$ cat config.mk
export PLATFORM = sky130hd
export DESIGN_NAME = shift_sequencer_flat
export DESIGN_NICKNAME = d
export VERILOG_FILES = /design/src/rtl/shift_sequencer_pkg.sv /design/src/rtl/shift_sequencer_if.sv /design/src/rtl/shift_step_counter.sv /design/src/rtl/shift_sequencer.sv /design/src/flat_wrapper.sv
export SDC_FILE = /design/constraint.sdc
export NUM_CORES = 1
export LEC_CHECK = 0
export BUFFER_PORTS_ARGS = -buffer_cell sky130_fd_sc_hd__buf_2
export CAP_MARGIN = 20
export CORE_ASPECT_RATIO = 0.75
export CORE_MARGIN = 5
export CORE_UTILIZATION = 40
export CTS_BUF_LIST = sky130_fd_sc_hd__clkbuf_8 sky130_fd_sc_hd__clkbuf_16
export CTS_CLUSTER_DIAMETER = 30
export DETAILED_ROUTE_END_ITERATION = 7
export PLACE_DENSITY = 0.75
export SETUP_SLACK_MARGIN = 0.05
export SYNTH_ARGS = -nofsm -noshare
export SYNTH_HDL_FRONTEND = slang
export SYNTH_SLANG_ARGS = --single-unit
$ cat constraint.sdc
create_clock -name clk -period 1.9 [get_ports clk]
set_input_delay 0.095 -clock clk [delete_from_list [all_inputs] [get_ports clk]]
set_output_delay 0.095 -clock clk [all_outputs]
set_load 0.1 [all_outputs]
$ cat src/rtl/shift_sequencer_pkg.sv
// rtl/shift_sequencer_pkg.sv - shared state and direction encodings for the shift sequencer
package shift_sequencer_pkg;

  typedef enum logic [1:0] {
    ST_IDLE  = 2'd0,
    ST_LOAD  = 2'd1,
    ST_SHIFT = 2'd2,
    ST_CAPT  = 2'd3
  } state_t;

  localparam logic DIR_LEFT  = 1'b0;
  localparam logic DIR_RIGHT = 1'b1;

endpackage

$ cat src/rtl/shift_sequencer_if.sv
// rtl/shift_sequencer_if.sv - request/response interface between shifter requester and sequencer
interface shift_sequencer_if #(
  parameter int SIZE  = 32,
  parameter int AMT_W = 6
);
  logic             start;
  logic             dir;
  logic [AMT_W-1:0] amt;
  logic [SIZE-1:0]  din;
  logic             abort;
  logic             busy;
  logic             done;
  logic [SIZE-1:0]  dout;

  modport master (
    output start, dir, amt, din, abort,
    input  busy, done, dout
  );

  modport slave (
    input  start, dir, amt, din, abort,
    output busy, done, dout
  );
endinterface

$ cat src/rtl/shift_step_counter.sv
// rtl/shift_step_counter.sv - loadable step down-counter, clamps the load value to SIZE
module shift_step_counter #(
  parameter int SIZE  = 32,
  parameter int AMT_W = 6
) (
  input  logic             clk,
  input  logic             rst,
  input  logic             i_load,
  input  logic             i_dec,
  input  logic [AMT_W-1:0] i_amt,
  output logic             o_zero,
  output logic             o_one
);

  localparam logic [AMT_W-1:0] SIZE_C = AMT_W'(SIZE);

  logic [AMT_W-1:0] r_cnt;

  // Amounts past the data width saturate so at most SIZE steps are ever issued
  always_ff @(posedge clk or posedge rst) begin
    if (rst) begin
      r_cnt <= '0;
    end else if (i_load) begin
      r_cnt <= (i_amt >= SIZE_C) ? SIZE_C : i_amt;
    end else if (i_dec && (r_cnt != '0)) begin
      r_cnt <= r_cnt - AMT_W'(1);
    end
  end

  assign o_zero = (r_cnt == '0);
  assign o_one  = (r_cnt == AMT_W'(1));

endmodule

$ cat src/rtl/shift_sequencer.sv
// rtl/shift_sequencer.sv - sequences a single-step shift SFR to perform a multi-bit logical shift
module shift_sequencer
  import shift_sequencer_pkg::*;
#(
  parameter int SIZE  = 32,
  parameter int AMT_W = 6
) (
  input  logic                clk,
  input  logic                rst,
  shift_sequencer_if.slave    bus,
  output logic                o_sfr_ld,
  output logic                o_sfr_left,
  output logic                o_sfr_right,
  output logic [SIZE-1:0]     o_sfr_d,
  input  logic [SIZE-1:0]     i_sfr_q
);

  state_t          r_state;
  logic            r_dir;
  logic            r_busy;
  logic            r_done;
  logic [SIZE-1:0] r_dout;
  logic [SIZE-1:0] r_sfr_d;
  logic            r_sfr_ld;
  logic            r_sfr_left;
  logic            r_sfr_right;

  logic w_load;
  logic w_dec;
  logic w_zero;
  logic w_one;

  assign w_load = (r_state == ST_IDLE) && bus.start && !bus.abort;
  assign w_dec  = (r_state == ST_SHIFT);

  shift_step_counter #(
    .SIZE  (SIZE),
    .AMT_W (AMT_W)
  ) u_cnt (
    .clk    (clk),
    .rst    (rst),
    .i_load (w_load),
    .i_dec  (w_dec),
    .i_amt  (bus.amt),
    .o_zero (w_zero),
    .o_one  (w_one)
  );

  // SFR enables are registered alongside the state so they track it exactly
  always_ff @(posedge clk or posedge rst) begin
    if (rst) begin
      r_state     <= ST_IDLE;
      r_dir       <= DIR_LEFT;
      r_busy      <= 1'b0;
      r_done      <= 1'b0;
      r_dout      <= '0;
      r_sfr_d     <= '0;
      r_sfr_ld    <= 1'b0;
      r_sfr_left  <= 1'b0;
      r_sfr_right <= 1'b0;
    end else begin
      r_done <= 1'b0;
      case (r_state)
        ST_IDLE: begin
          if (w_load) begin
            r_dir    <= bus.dir;
            r_sfr_d  <= bus.din;
            r_sfr_ld <= 1'b1;
            r_busy   <= 1'b1;
            r_state  <= ST_LOAD;
          end
        end
        ST_LOAD: begin
          r_sfr_ld <= 1'b0;
          if (bus.abort) begin
            r_busy  <= 1'b0;
            r_state <= ST_IDLE;
          end else if (w_zero) begin
            r_state <= ST_CAPT;
          end else begin
            r_sfr_left  <= (r_dir == DIR_LEFT);
            r_sfr_right <= (r_dir == DIR_RIGHT);
            r_state     <= ST_SHIFT;
          end
        end
        ST_SHIFT: begin
          if (bus.abort) begin
            r_sfr_left  <= 1'b0;
            r_sfr_right <= 1'b0;
            r_busy      <= 1'b0;
            r_state     <= ST_IDLE;
          end else if (w_one) begin
            r_sfr_left  <= 1'b0;
            r_sfr_right <= 1'b0;
            r_state     <= ST_CAPT;
          end
        end
        ST_CAPT: begin
          // abort wins over the capture: dout keeps the previous result
          if (!bus.abort) begin
            r_dout <= i_sfr_q;
            r_done <= 1'b1;
          end
          r_busy  <= 1'b0;
          r_state <= ST_IDLE;
        end
        default: begin
          r_sfr_ld    <= 1'b0;
          r_sfr_left  <= 1'b0;
          r_sfr_right <= 1'b0;
          r_busy      <= 1'b0;
          r_state     <= ST_IDLE;
        end
      endcase
    end
  end

  assign bus.busy    = r_busy;
  assign bus.done    = r_done;
  assign bus.dout    = r_dout;
  assign o_sfr_ld    = r_sfr_ld;
  assign o_sfr_left  = r_sfr_left;
  assign o_sfr_right = r_sfr_right;
  assign o_sfr_d     = r_sfr_d;

endmodule

$ cat src/flat_wrapper.sv
// flat-port wrapper written by rule: the top's interface ports become plain ports
module shift_sequencer_flat import shift_sequencer_pkg::*;
#(
  parameter int SIZE  = 32,
  parameter int AMT_W = 6
)
  (clk, rst, o_sfr_ld, o_sfr_left, o_sfr_right, o_sfr_d, i_sfr_q, bus_start, bus_dir, bus_amt, bus_din, bus_abort, bus_busy, bus_done, bus_dout);
  shift_sequencer_if #(.SIZE(SIZE), .AMT_W(AMT_W)) bus_i ();
  input  logic clk;
  input  logic rst;
  output logic o_sfr_ld;
  output logic o_sfr_left;
  output logic o_sfr_right;
  output logic [SIZE-1:0] o_sfr_d;
  input  logic [SIZE-1:0] i_sfr_q;
  input wire logic [$bits(bus_i.start)-1:0] bus_start;
  input wire logic [$bits(bus_i.dir)-1:0] bus_dir;
  input wire logic [$bits(bus_i.amt)-1:0] bus_amt;
  input wire logic [$bits(bus_i.din)-1:0] bus_din;
  input wire logic [$bits(bus_i.abort)-1:0] bus_abort;
  output wire logic [$bits(bus_i.busy)-1:0] bus_busy;
  output wire logic [$bits(bus_i.done)-1:0] bus_done;
  output wire logic [$bits(bus_i.dout)-1:0] bus_dout;
  assign bus_i.start = bus_start;
  assign bus_i.dir = bus_dir;
  assign bus_i.amt = bus_amt;
  assign bus_i.din = bus_din;
  assign bus_i.abort = bus_abort;
  assign bus_busy = bus_i.busy;
  assign bus_done = bus_i.done;
  assign bus_dout = bus_i.dout;
  shift_sequencer #(.SIZE(SIZE), .AMT_W(AMT_W)) u_core (.clk(clk), .rst(rst), .bus(bus_i), .o_sfr_ld(o_sfr_ld), .o_sfr_left(o_sfr_left), .o_sfr_right(o_sfr_right), .o_sfr_d(o_sfr_d), .i_sfr_q(i_sfr_q));
endmodule
==> impl_metrics.yaml <==
outcome:
  status: "complete, no violations"
grt:
  grt_first_pass_wirelength_microns: 14100
  antenna_found_initial: 0
  grt_usage: 0.182
  grt_pass1_vias: 2881
  grt_max_degree: 48
  overflow: 0
sta:
  maxSlewHeadroom: 0.609
  setup_ws_ns: 0.152
  hold_viol: 0
  period_needed_ns: 1.75
  rsz0062_at_grt: "yes"
  max_freq_mhz: 572
  tns_ns: 0
  timing.hold.ws_ns: 0.0228
  fin_crit_sh: 0.920
  setup_viol: 0
  tightest_slew_ns: 0.587
  finalMaxSlewViolations: 0
  fin_skew_ns: 0.0114
die:
  initial_utilization: 0.410
  die_y_microns: 87.9
  dieArea_sq_um: 10000
  core_area_sq_um: 7880
  rows: 28
  io_pins: 144
  fp.dieW_microns: 114
detailed_routing:
  drc_errors: 0
  vias: 2562
  first_iter_violations: 74
  wl_microns: 8550
  vias_per_cell: 4.67
  ant_nets: 0
  avgRoutedWirePerCell_microns: 15.6
  dr.pass1.iters: 4
hold_path:
  hp-class: "in2reg"
  worstHoldStart: "bus_amt[3]"
cells_and_area:
  drive_gt1_frac: 0.541
  areaGrowthSynthToFinish_pct: 55.3
  diodes: 0
  nets: 523
logic_synthesis:
  synth_area_leaders: "dfrtp_1 60%, mux2_2 23%, ha_1 3.1%"
  ys_warn_count: 0
  synth_area_sq_um: 3240
  synth_nets: 303
  yosys.area.top_type: "dfrtp_1"
  synth_seq_area_share: 0.603
  yosysTopAreaCellShare: 0.603
  avgSynthCellArea_sq_um: 14.7
  syn_inst: 220
  yosysUniqueCellTypes: 33
  ys_seq_elements: 78
place:
  portBuffers: 143
  pre_cts_ws_ns: 0.168
  gp_congestion: 0.886
  hpwlAfterDp_microns: 5530
clock_network:
  clk_pin_slew_worst_paths_ns: 0.08
  cts_sinks: 78
  clk-insertion-delay-late_ns: 0.36
  htree_levels: 3
  cts_buffer_depth: 2
  cts-root-buf: "clkbuf_8"
  cts_made_buffers: 9
  tritoncts: "yes"
worst_setup_path:
  critical_path_required_ns: 2.13
  r2r-start: "u_core.u_cnt.r_cnt[0]$_DFFE_PP0P_"
  path_class: "reg2reg"
  start_kind: "flop"
  cp-startpoint: "u_core.u_cnt.r_cnt[0]$_DFFE_PP0P_"
  end_kind: "flop"
  crit_arrival_ns: 1.98
  crit_fanout: 6
flow_run:
  drv_cap: 0
[cell families (layout without fill, tap and decap cells)]
| kind of cell | Yosys count | after routing | share of synthesized area |
|---|---|---|---|
| xor+xnor | 1 | 1 | 0.00271 |
| mux | 73 | 73 | 0.254 |
| flops | 78 | 78 | 0.603 |
| buf+inv | 17 | 241 | 0.0220 |
| compound gates | 27 | 27 | 0.0541 |
| simple gates | 16 | 16 | 0.0329 |
| fa+ha+maj | 8 | 8 | 0.0309 |
[cell usage in the layout (no fill, tap or decap), types with 2 or more instances in the layout]
cell type	n
buf_2	143
dfrtp_1	78
dlygate4sd3_1	68
mux2_2	67
a21oi_1	13
clkbuf_8	10
inv_1	8
ha_1	8
nor2_1	5
buf_4	4
mux2i_1	3
clkinvlp_4	3
o21ai_0	2
mux2_1	2
nor3_1	2
a31oi_1	2
nand2_1	2
bufinv_16	2
buf_12	2
[path summary, 6_finish.rpt]
check                      slack (ns)                           endpoint  depth (start not counted)
setup / recovery                 0.15     u_core.o_sfr_right$_DFFE_PP0P_                          5
hold / removal                   0.02  u_core.u_cnt.r_cnt[3]$_DFFE_PP0P_                          3
setup reg to reg                 0.15     u_core.o_sfr_right$_DFFE_PP0P_                          5
hold reg to reg                  0.49      u_core.o_sfr_left$_DFFE_PP0P_                          1
max in group asynchronous        1.02     u_core.o_sfr_d[21]$_DFFE_PP0P_                          4
min in group asynchronous        0.40     u_core.o_sfr_d[28]$_DFFE_PP0P_                          4
[layout make-up]
class,instances,area [sq um]
Clock buffer,10,138
Clock inverter,5,83.8
Fill cell,576,2860
Inverter,9,37.5
Multi-Input combinational cell,125,1210
Sequential cell,78,1950
Tap cell,105,131
Timing Repair Buffer,217,1470
[what timing repair did]
| action | CTS | global route |
|---|---|---|
| hold buffers | 68 | 0 |
| endpoints found under the setup margin | 0 | 2 |
| resized for setup | 0 | 0 |
| setup buffers | 0 | 0 |
| endpoints found under the hold margin | 145 | 0 |
[stage by stage]
| step | util | cell area (sq um) | cells |
|---|---|---|---|
| 3_5_place_dp | 0.523 | 4120 | 466 |
| 2_1_floorplan | - | 3240 | 220 |
| 6_report | 0.637 | 5020 | 549 |
| 5_1_grt | 0.637 | 5020 | 549 |
| 3_3_place_gp | 0.523 | 4120 | 466 |
| 4_1_cts | 0.637 | 5020 | 549 |
[sequential cells by signal, indices dropped and copies added (netlist names)]
signal / cells
u_core.bus.busy: 1
u_core.bus.done: 1
u_core.bus.dout: 32
u_core.o_sfr_d: 32
u_core.o_sfr_ld: 1
u_core.o_sfr_left: 1
u_core.o_sfr_right: 1
u_core.r_dir: 1
u_core.r_state: 2
u_core.u_cnt.r_cnt: 6
[metal layers]
| layer | global-route usage | routed length [microns] |
|---|---|---|
| met1 | 0.207 | 3320 |
| met3 | 0.0760 | 786 |
| met4 | 0.0734 | 155 |
| met5 | 0 | 0 |
| met2 | 0.306 | 4280 |
[worst max-delay path, cell delays in order (launching register included)]
cell      delay (ns)
dfrtp_1         0.40
inv_1           0.09
ha_1            0.28
a21o_2          0.22
a211oi_2        0.28
mux2_1          0.35
[synthesized netlist by cell type (all sizes together)]
cell and n:
and4 1, mux2 70, nor2b 1, o21bai 1, nor3 2, a211oi 2, buf 6, or4b 1
and2b 1, o32ai 1, mux2i 3, nand2b 1, inv 9, nor4 1, ha 8, xnor2 1
o31ai 1, clkbuf 2, nor2 5, nand3 1, o21ai 2, dfrtp 78, a21boi 2, a31oi 2
a21oi 14, a21o 1, a22oi 1, nand2 2
Power is not shown: default switching activity piles up to over one toggle a cycle in this logic, so the estimate is an artifact.
